$ cat src/rtl/noc_input_stage.sv
// ---------------------------------------------------------------------------
// noc_input_stage
//
// Router input stage: buffers flits from one input link in one FIFO per
// virtual channel, computes XY routes from head flits, keeps a wormhole route
// lock per VC until the tail flit leaves, and presents one flit per cycle on
// one of the four output-side request lanes (own direction excluded).
//
// Ports:
//   clk          clock
//   arst         asynchronous reset, active-high
//   fin_req_i    flit from link (valid, vc_id, fdata)
//   fin_resp_o   ready back to link (combinational on the addressed VC's full)
//   fout_req_o   one request lane per output stage; at most one lane valid
//   fout_resp_i  ready from each output stage
//   err_o        one-cycle pulse for each dropped flit
//   err_cnt_o    saturating count of dropped flits (only with the macro below)
//
// Build option:
//   RAVENOC_IN_ERR_CNT_EN  adds err_cnt_o[15:0] and its saturating counter.
//
// Flit layout (MSB first): type[1:0] | x_dest | y_dest | pkt_size | payload.
// ---------------------------------------------------------------------------
package noc_input_stage_pkg;
  localparam int NUM_VC = 2;
  localparam int VC_W   = 1;
  localparam int XW     = 2;
  localparam int YW     = 2;
  localparam int SZW    = 3;
  localparam int PLW    = 25;
  localparam int FLIT_W = 2 + XW + YW + SZW + PLW;

  localparam int TYPE_LSB = FLIT_W - 2;
  localparam int X_LSB    = TYPE_LSB - XW;
  localparam int Y_LSB    = X_LSB - YW;
  localparam int SZ_LSB   = Y_LSB - SZW;

  // Highest VC index wins arbitration when set, lowest otherwise.
  localparam logic H_PRIORITY = 1'b1;

  localparam logic [SZW-1:0] MIN_SIZE_FLIT = '0;

  localparam logic [2:0] NORTH_DIR = 3'd0;
  localparam logic [2:0] SOUTH_DIR = 3'd1;
  localparam logic [2:0] WEST_DIR  = 3'd2;
  localparam logic [2:0] EAST_DIR  = 3'd3;
  localparam logic [2:0] LOCAL_DIR = 3'd4;

  typedef enum logic [1:0] {
    HEAD_FLIT = 2'b00,
    BODY_FLIT = 2'b01,
    TAIL_FLIT = 2'b10
  } flit_type_e;

  typedef struct packed {
    flit_type_e       ftype;
    logic [XW-1:0]    x_dest;
    logic [YW-1:0]    y_dest;
    logic [SZW-1:0]   pkt_size;
    logic [PLW-1:0]   payload;
  } s_head_flit_t;

  typedef struct packed {
    logic              valid;
    logic [VC_W-1:0]   vc_id;
    logic [FLIT_W-1:0] fdata;
  } s_flit_req_t;

  typedef struct packed {
    logic ready;
  } s_flit_resp_t;
endpackage

// VC FSM states:
//   ST_HEAD | FIFO head must be a head flit; route is computed from it
//   ST_BODY | packet in flight; flits follow the locked route_q of the VC
module noc_input_stage
  import noc_input_stage_pkg::*;
#(
  parameter int ROUTER_X_ID = 0,
  parameter int ROUTER_Y_ID = 0,
  parameter int IN_PORT     = 0,
  parameter int FIFO_DEPTH  = 4
) (
  input  logic               clk,
  input  logic               arst,
  input  s_flit_req_t        fin_req_i,
  output s_flit_resp_t       fin_resp_o,
  output s_flit_req_t [3:0]  fout_req_o,
  input  s_flit_resp_t [3:0] fout_resp_i,
  output logic               err_o
`ifdef RAVENOC_IN_ERR_CNT_EN
  ,
  output logic [15:0]        err_cnt_o
`endif
);

  localparam int AW = $clog2(FIFO_DEPTH);
  localparam int PW = AW + 1;

  localparam logic [XW-1:0] MY_X   = XW'(ROUTER_X_ID);
  localparam logic [YW-1:0] MY_Y   = YW'(ROUTER_Y_ID);
  localparam logic [2:0]    IN_DIR = 3'(IN_PORT);

  typedef enum logic {ST_HEAD, ST_BODY} state_e;

  logic [FLIT_W-1:0] mem_q [NUM_VC][FIFO_DEPTH];
  logic [PW-1:0]     wr_ptr_q [NUM_VC];
  logic [PW-1:0]     wr_ptr_d [NUM_VC];
  logic [PW-1:0]     rd_ptr_q [NUM_VC];
  logic [PW-1:0]     rd_ptr_d [NUM_VC];
  state_e            state_q  [NUM_VC];
  state_e            state_d  [NUM_VC];
  logic [1:0]        route_q  [NUM_VC];
  logic [1:0]        route_d  [NUM_VC];
  logic              err_q, err_d;

  logic [NUM_VC-1:0] full, empty;
  logic              wr_en;
  logic              sel_valid;
  logic [VC_W-1:0]   sel_vc;
  logic [FLIT_W-1:0] head_data;
  flit_type_e        hd_type;
  logic [2:0]        hd_dir;
  logic [1:0]        hd_lane;
  logic              present, drop, accept, pop;
  logic [1:0]        out_lane;

  function automatic logic [2:0] xy_dir(input logic [XW-1:0] xd,
                                        input logic [YW-1:0] yd);
    if (xd > MY_X)      return EAST_DIR;
    else if (xd < MY_X) return WEST_DIR;
    else if (yd > MY_Y) return SOUTH_DIR;
    else if (yd < MY_Y) return NORTH_DIR;
    else                return LOCAL_DIR;
  endfunction

  // Own direction has no lane, so directions above it shift down by one.
  function automatic logic [1:0] lane_of(input logic [2:0] dir);
    if (dir < IN_DIR) return dir[1:0];
    else              return 2'(dir - 3'd1);
  endfunction

  always_comb begin
    for (int v = 0; v < NUM_VC; v++) begin
      full[v]  = (wr_ptr_q[v][PW-1] != rd_ptr_q[v][PW-1]) &&
                 (wr_ptr_q[v][AW-1:0] == rd_ptr_q[v][AW-1:0]);
      empty[v] = (wr_ptr_q[v] == rd_ptr_q[v]);
    end
  end

  // Ready is held low while in reset so nothing is accepted then.
  always_comb begin
    fin_resp_o       = '0;
    fin_resp_o.ready = !arst && !full[fin_req_i.vc_id];
  end

  assign wr_en = fin_req_i.valid && fin_resp_o.ready;

  always_comb begin
    sel_valid = 1'b0;
    sel_vc    = '0;
    for (int v = 0; v < NUM_VC; v++) begin
      if (!empty[v] && (H_PRIORITY || !sel_valid)) begin
        sel_valid = 1'b1;
        sel_vc    = VC_W'(v);
      end
    end
  end

  assign head_data = mem_q[sel_vc][rd_ptr_q[sel_vc][AW-1:0]];
  assign hd_type   = flit_type_e'(head_data[TYPE_LSB +: 2]);
  assign hd_dir    = xy_dir(head_data[X_LSB +: XW], head_data[Y_LSB +: YW]);
  assign hd_lane   = lane_of(hd_dir);

  always_comb begin
    present  = 1'b0;
    drop     = 1'b0;
    out_lane = '0;
    if (sel_valid) begin
      if (state_q[sel_vc] == ST_HEAD) begin
        if (hd_type != HEAD_FLIT || hd_dir == IN_DIR) begin
          drop = 1'b1;
        end else begin
          present  = 1'b1;
          out_lane = hd_lane;
        end
      end else begin
        present  = 1'b1;
        out_lane = route_q[sel_vc];
      end
    end
    accept = present && fout_resp_i[out_lane].ready;
    pop    = accept || drop;

    fout_req_o = '0;
    if (present) begin
      fout_req_o[out_lane].valid = 1'b1;
      fout_req_o[out_lane].vc_id = sel_vc;
      fout_req_o[out_lane].fdata = head_data;
    end
  end

  always_comb begin
    for (int v = 0; v < NUM_VC; v++) begin
      wr_ptr_d[v] = wr_ptr_q[v];
      rd_ptr_d[v] = rd_ptr_q[v];
      state_d[v]  = state_q[v];
      route_d[v]  = route_q[v];
    end
    if (wr_en) begin
      wr_ptr_d[fin_req_i.vc_id] = wr_ptr_q[fin_req_i.vc_id] + PW'(1);
    end
    if (pop) begin
      rd_ptr_d[sel_vc] = rd_ptr_q[sel_vc] + PW'(1);
    end
    if (accept) begin
      if (state_q[sel_vc] == ST_HEAD) begin
        if (head_data[SZ_LSB +: SZW] != MIN_SIZE_FLIT) begin
          state_d[sel_vc] = ST_BODY;
          route_d[sel_vc] = out_lane;
        end
      end else if (hd_type == TAIL_FLIT) begin
        state_d[sel_vc] = ST_HEAD;
      end
    end
    err_d = drop;
  end

  // Storage carries no reset; pointer reset alone empties every FIFO.
  always_ff @(posedge clk) begin
    if (wr_en) begin
      mem_q[fin_req_i.vc_id][wr_ptr_q[fin_req_i.vc_id][AW-1:0]] <= fin_req_i.fdata;
    end
  end

  always_ff @(posedge clk or posedge arst) begin
    if (arst) begin
      for (int v = 0; v < NUM_VC; v++) begin
        wr_ptr_q[v] <= '0;
        rd_ptr_q[v] <= '0;
        state_q[v]  <= ST_HEAD;
        route_q[v]  <= '0;
      end
      err_q <= 1'b0;
    end else begin
      for (int v = 0; v < NUM_VC; v++) begin
        wr_ptr_q[v] <= wr_ptr_d[v];
        rd_ptr_q[v] <= rd_ptr_d[v];
        state_q[v]  <= state_d[v];
        route_q[v]  <= route_d[v];
      end
      err_q <= err_d;
    end
  end

  assign err_o = err_q;

`ifdef RAVENOC_IN_ERR_CNT_EN
  logic [15:0] err_cnt_q, err_cnt_d;

  always_comb begin
    err_cnt_d = err_cnt_q;
    if (drop && err_cnt_q != 16'hFFFF) begin
      err_cnt_d = err_cnt_q + 16'd1;
    end
  end

  always_ff @(posedge clk or posedge arst) begin
    if (arst) err_cnt_q <= '0;
    else      err_cnt_q <= err_cnt_d;
  end

  assign err_cnt_o = err_cnt_q;
`endif

endmodule

$ cat config.mk
export PLATFORM = sky130hd
export DESIGN_NAME = noc_input_stage
export DESIGN_NICKNAME = d
export VERILOG_FILES = /design/src/rtl/noc_input_stage.sv
export SDC_FILE = /design/constraint.sdc
export NUM_CORES = 1
export LEC_CHECK = 0
export ABC_AREA = 0
export CORE_ASPECT_RATIO = 0.75
export CORE_MARGIN = 2
export CORE_UTILIZATION = 36
export DETAILED_ROUTE_END_ITERATION = 10
export DONT_BUFFER_PORTS = 1
export PLACE_DENSITY = 0.54
export SLEW_MARGIN = 25
export SYNTH_ARGS = -nofsm -noshare
export SYNTH_HDL_FRONTEND = slang
export SYNTH_SLANG_ARGS = --single-unit
$ cat constraint.sdc
create_clock -name clk -period 6.25 [get_ports clk]
set_input_delay 0.9375 -clock clk [delete_from_list [all_inputs] [get_ports clk]]
set_output_delay 0.9375 -clock clk [all_outputs]
set_load 0.005 [all_outputs]
; After elaboration in Yosys (flattened, before gate mapping)
; Memory sizes are Yosys's and may differ from the RTL's.
; Cells that the tools add are included.
[op_classes]
n_eq_ne = 8
bitwise = 8
mux = 63
reduce_logical = 19
order_cmp = 15
add_sub_neg = 3
[op_table]
columns = cell, n
row1 = $bwmux 144, 2
row2 = $demux 36 s2, 3
row3 = $mux 144, 1
row4 = $mux 136, 1
row5 = $mux 34, 4
row6 = $bmux 34 s2, 1
row7 = $demux 34 s2, 1
row8 = $mux 3, 12
row9 = $mux 36, 1
row10 = $mux 35, 1
row11 = $mux 2, 11
row12 = $mux 1, 17
row13 = $bwmux 6, 2
row14 = $logic_and 1x1->1, 9
row15 = $lt 2x1->1 const B, 4
row16 = $add 3x1->3 const B, 2
row17 = $demux 3 s1, 2
row18 = $eq 3x3->1, 2
row19 = $ge 3x3->1 const B, 2
row20 = $lt 3x1->1 const B, 2
row21 = $not 2->3, 2
row22 = $reduce_and 3->1, 2
row23 = $bwmux 4, 1
row24 = $eq 2x2->1, 2
row25 = other kinds (22), 29
[totals]
mem_bits_rw = 272
output_inout_bits = 146
register_bits = 19
word_cells = 126
in_bits = 42
mem_count = 1
[mem_list]
columns = memory, depth, width, read_ports, rd_clocked_by_memory_dff, wr, line
row1 = mem_q, 2, 136, 1, 0, 1, 107  ; logic [FLIT_W-1:0] mem_q [NUM_VC][FIFO_DEPTH];

; Depth between registers and ports, before layout
[depth]
word_depth = 27
mapped_depth = 13
depth_no_buf = 9

; Worst setup path after synthesis
; OpenSTA, ideal clock, no wires.
[synth_timing]
path_type = reg2out
startpoint = reg rd_ptr_q[0] (netlist name)
endpoint = out fout_req_o[137] (netlist name)
required_ns = 5.312
arrival_time_ns = 2.820
path_stages_with_launch = 11
n_path_buf = 4
slack_ns = 2.492
cell_sequence = dfrtp_1 > buf_6 > xor2_1 > nor3_2 > buf_2 > mux2i_1 > clkbuf_1 > clkbuf_1 > mux4_2 > mux2i_1 > nor2_1
[synth_rtl]
columns = element, line
row1 = start: declaration, 110  ; logic [PW-1:0] rd_ptr_q [NUM_VC];
row2 = start signal: indexed assignment, 249  ; rd_ptr_q[v] <= rd_ptr_d[v];
row3 = end: declaration, 89  ; output s_flit_req_t [3:0] fout_req_o,

==> flow_summary.toml <==
[placement]
placedCellCount = 1301
place_area_um2 = 13500
hpwl_um = 19500
globalplace.congestion = 0.756
port_buffers = 0

[synthesis]
synth_ff_type = "edfxtp_1"
synth_edf_count = 272
syn_nets = 913
netlist_top_cells_area = "edfxtp_1, mux4_2, and2_1, dfrtp_1, nor2_1"
synth_top_cell_by_area = "edfxtp_1"
syn-cell-area_um2 = 12900
async_reset_ff_frac = 0.0653
synth_warnings = 0
synth_cell_types = 50
seq_area_frac_synth = 0.669
yosysTopAreaCellShare = 0.632
netlist_instances = 866
avgSynthCellArea_um2 = 14.9
ys_seq_elements = 291

[critical_path]
critPathMaxStageDelay_ns = 0.66
arrival_ns = 4.11
slowest_stage = "inv_1"
cp.required_ns = 5.31
cp.buffers_inverters = 1
crit_fanout = 26
cp-end-kind = "primary output"
cpLargestDelayFamily = "simple AND/OR/NAND/NOR gates"
crit_chain = "xor2_1 > or3_1 > mux2i_1 > nor4b_1 > o21a_1 > nand2_1 > inv_1 > and2_1"
cp-start-kind = "register"
critPathKind = "reg2out"

[power]
seq_power_share = 0.323
power_density_nw_per_um2 = 523
ir_worst_vdd_mv = 0.248
p_comb_frac = 0.464
swShare = 0.401
clkPwrFrac = 0.213
p_leak_nw = 4.95
p_int_mw = 4.50
p_sw_mw = 3.01

[clocking]
cts_tree = "built"
htreeDepth = 1
cts_setup_buffers = 0
clk_path_buf_depth = 3
ctsResizeCount = 0
cts_hold_buf = 0
cts_buffers = 30
insertion_delay_ns = 0.54
clkTransAtPathRegs_ns = 0.06
clock_sinks = 291
cts-root-buf = "clkbuf_16"

[cells_and_area]
final_layout_size_suffix_gt1_frac = 0.154
multi_input_area_um2 = 4030
nets = 915
n_fill_cell = 3190
final_common_cell = "edfxtp_1"
final_cell_mix = "edfxtp_1, and2_1, nor2_1, nand2_1, mux4_2"
syn_to_final_growth_pct = 11.2
diodes = 0
regArea_um2 = 8640
finalInstanceArea_um2 = 14400
layout.cells.non_filler = 1355

[sta]
fin_crit_sh = 0.807
fmax_mhz = 198
maxSlewHeadroom = 0.397
slew_violations = 0
finalClockSkew_ns = 0.0112
fin_setup_tns_ns = 0
setup_violations = 0
whs_ns = 0.426
rsz0062_at_grt = "false"
fin_crit_ns = 5.05
worstMarginPinSlew_ns = 0.905
final-hold-violation-count = 0

[routing]
drt_wl_total_um = 30200
vias = 7198
drc_errors = 0
vias_per_cell = 5.31
dr.pass1.iters = 4
wire_per_inst_um = 22.3
ant_nets = 0
drtIter0Drc = 539

[status]
status = "finished clean"

[grt]
antenna_found_initial = 0
grt_max_degree = 38
grt_overflow = 0
grt_use_total = 0.158
first_global_vias = 6931
grt_pass1_wl_um = 45000

[die]
row_count = 60
core_area_um2 = 35700
top_level_ports = 188
die_area_um2 = 37500
fp.dieH_um = 168
initial_utilization = 0.363
die_w_um = 223

[worst_hold_path]
min_path_type = "in2async"

[run]
drv_cap = 0
## worst reg2reg max path, cell delays in order, from the launching register on
cell     delay [ns]
dfrtp_1        0.42
xor2_1         0.20
nor3_4         0.29
buf_4          0.47
mux2i_4        0.70
buf_12         0.30
mux2i_1        0.34
o21ai_0        0.16
nor4b_1        0.16
nand3_1        0.19
mux2_2         0.36
## metal layers
| metal | global-route usage | vias to the layer above | wire [um] |
|---|---|---|---|
| li1 | - | 3276 | - |
| met1 | 0.212 | 3744 | 13400 |
| met4 | 0.0505 | 0 | 844 |
| met3 | 0.0321 | 44 | 1410 |
| met2 | 0.260 | 134 | 14500 |
| met5 | 0 | - | 0 |
## cell type report
| cell class | count | area share |
|---|---|---|
| clock inverters | 14 | 0.00444 |
| multi-input cells | 509 | 0.280 |
| clock buffers | 40 | 0.0563 |
| repair buffers | 26 | 0.0145 |
| flip-flops and latches | 291 | 0.602 |
| inverters | 10 | 0.00270 |
| well taps | 465 | 0.0405 |
## worst paths after layout
check	slack, ns	startpoint	to	cells past startpoint
max reg2reg	2.54	wr_ptr_q[0]$_DFFE_PP0P_	route_q[0]$_DFFE_PP0P_	10
min in group clk	0.48	wr_ptr_q[5]$_DFFE_PP0P_	wr_ptr_q[5]$_DFFE_PP0P_	1
min	0.43	arst	wr_ptr_q[4]$_DFFE_PP0P_	1
min reg2reg	0.48	wr_ptr_q[5]$_DFFE_PP0P_	wr_ptr_q[5]$_DFFE_PP0P_	1
max	1.20	rd_ptr_q[2]$_DFFE_PP0P_	fout_req_o[131]	8
max in group asynchronous	5.28	arst	rd_ptr_q[3]$_DFFE_PP0P_	1
## cell usage after synthesis, drive strengths merged, types with 9 or more instances
master and instances:
nand3 9, mux2 9, a211oi 29, mux2i 18, nand2 68, nor2 73, nor2b 29, mux4 47
dfrtp 19, a21o 26, edfxtp 272, buf 18, a311oi 27, clkbuf 38, and2 111
## sequential cells by signal (all words and copies together), names as in the netlist, named ones only
signal / count
route_q: 4
rd_ptr_q: 6
err_o: 1
wr_ptr_q: 6
mem_q: 272
## cell families after synthesis
group,Yosys count,share of synthesized area
compound gates,112,0.0682
simple gates,308,0.123
fa+ha+maj,5,0.00484
mux,74,0.105
flops,291,0.669
xor+xnor,10,0.00678
buf+inv,66,0.0233
## power groups by stage
stage | clock [mW] | combinational (mW) | sequential (mW)
2_1_floorplan | 0 | 2.55 | 2.41
3_3_place_gp | 0 | 3.53 | 2.47
3_5_place_dp | 0 | 3.52 | 2.47
4_1_cts | 1.65 | 3.53 | 2.43
5_1_grt | 1.72 | 3.81 | 2.45
6_report | 1.60 | 3.49 | 2.43
## metrics by stage
stage / utilization / power [mW] / setup slack [ns]
floorplan: - / 4.96 / 2.49
global placement: 0.378 / 5.99 / 1.90
detailed placement: 0.378 / 5.99 / 1.85
CTS: 0.403 / 7.61 / 1.25
global route: 0.403 / 7.98 / 0.890
finish: 0.403 / 7.51 / 1.20
(Power assumes the default switching activity.)
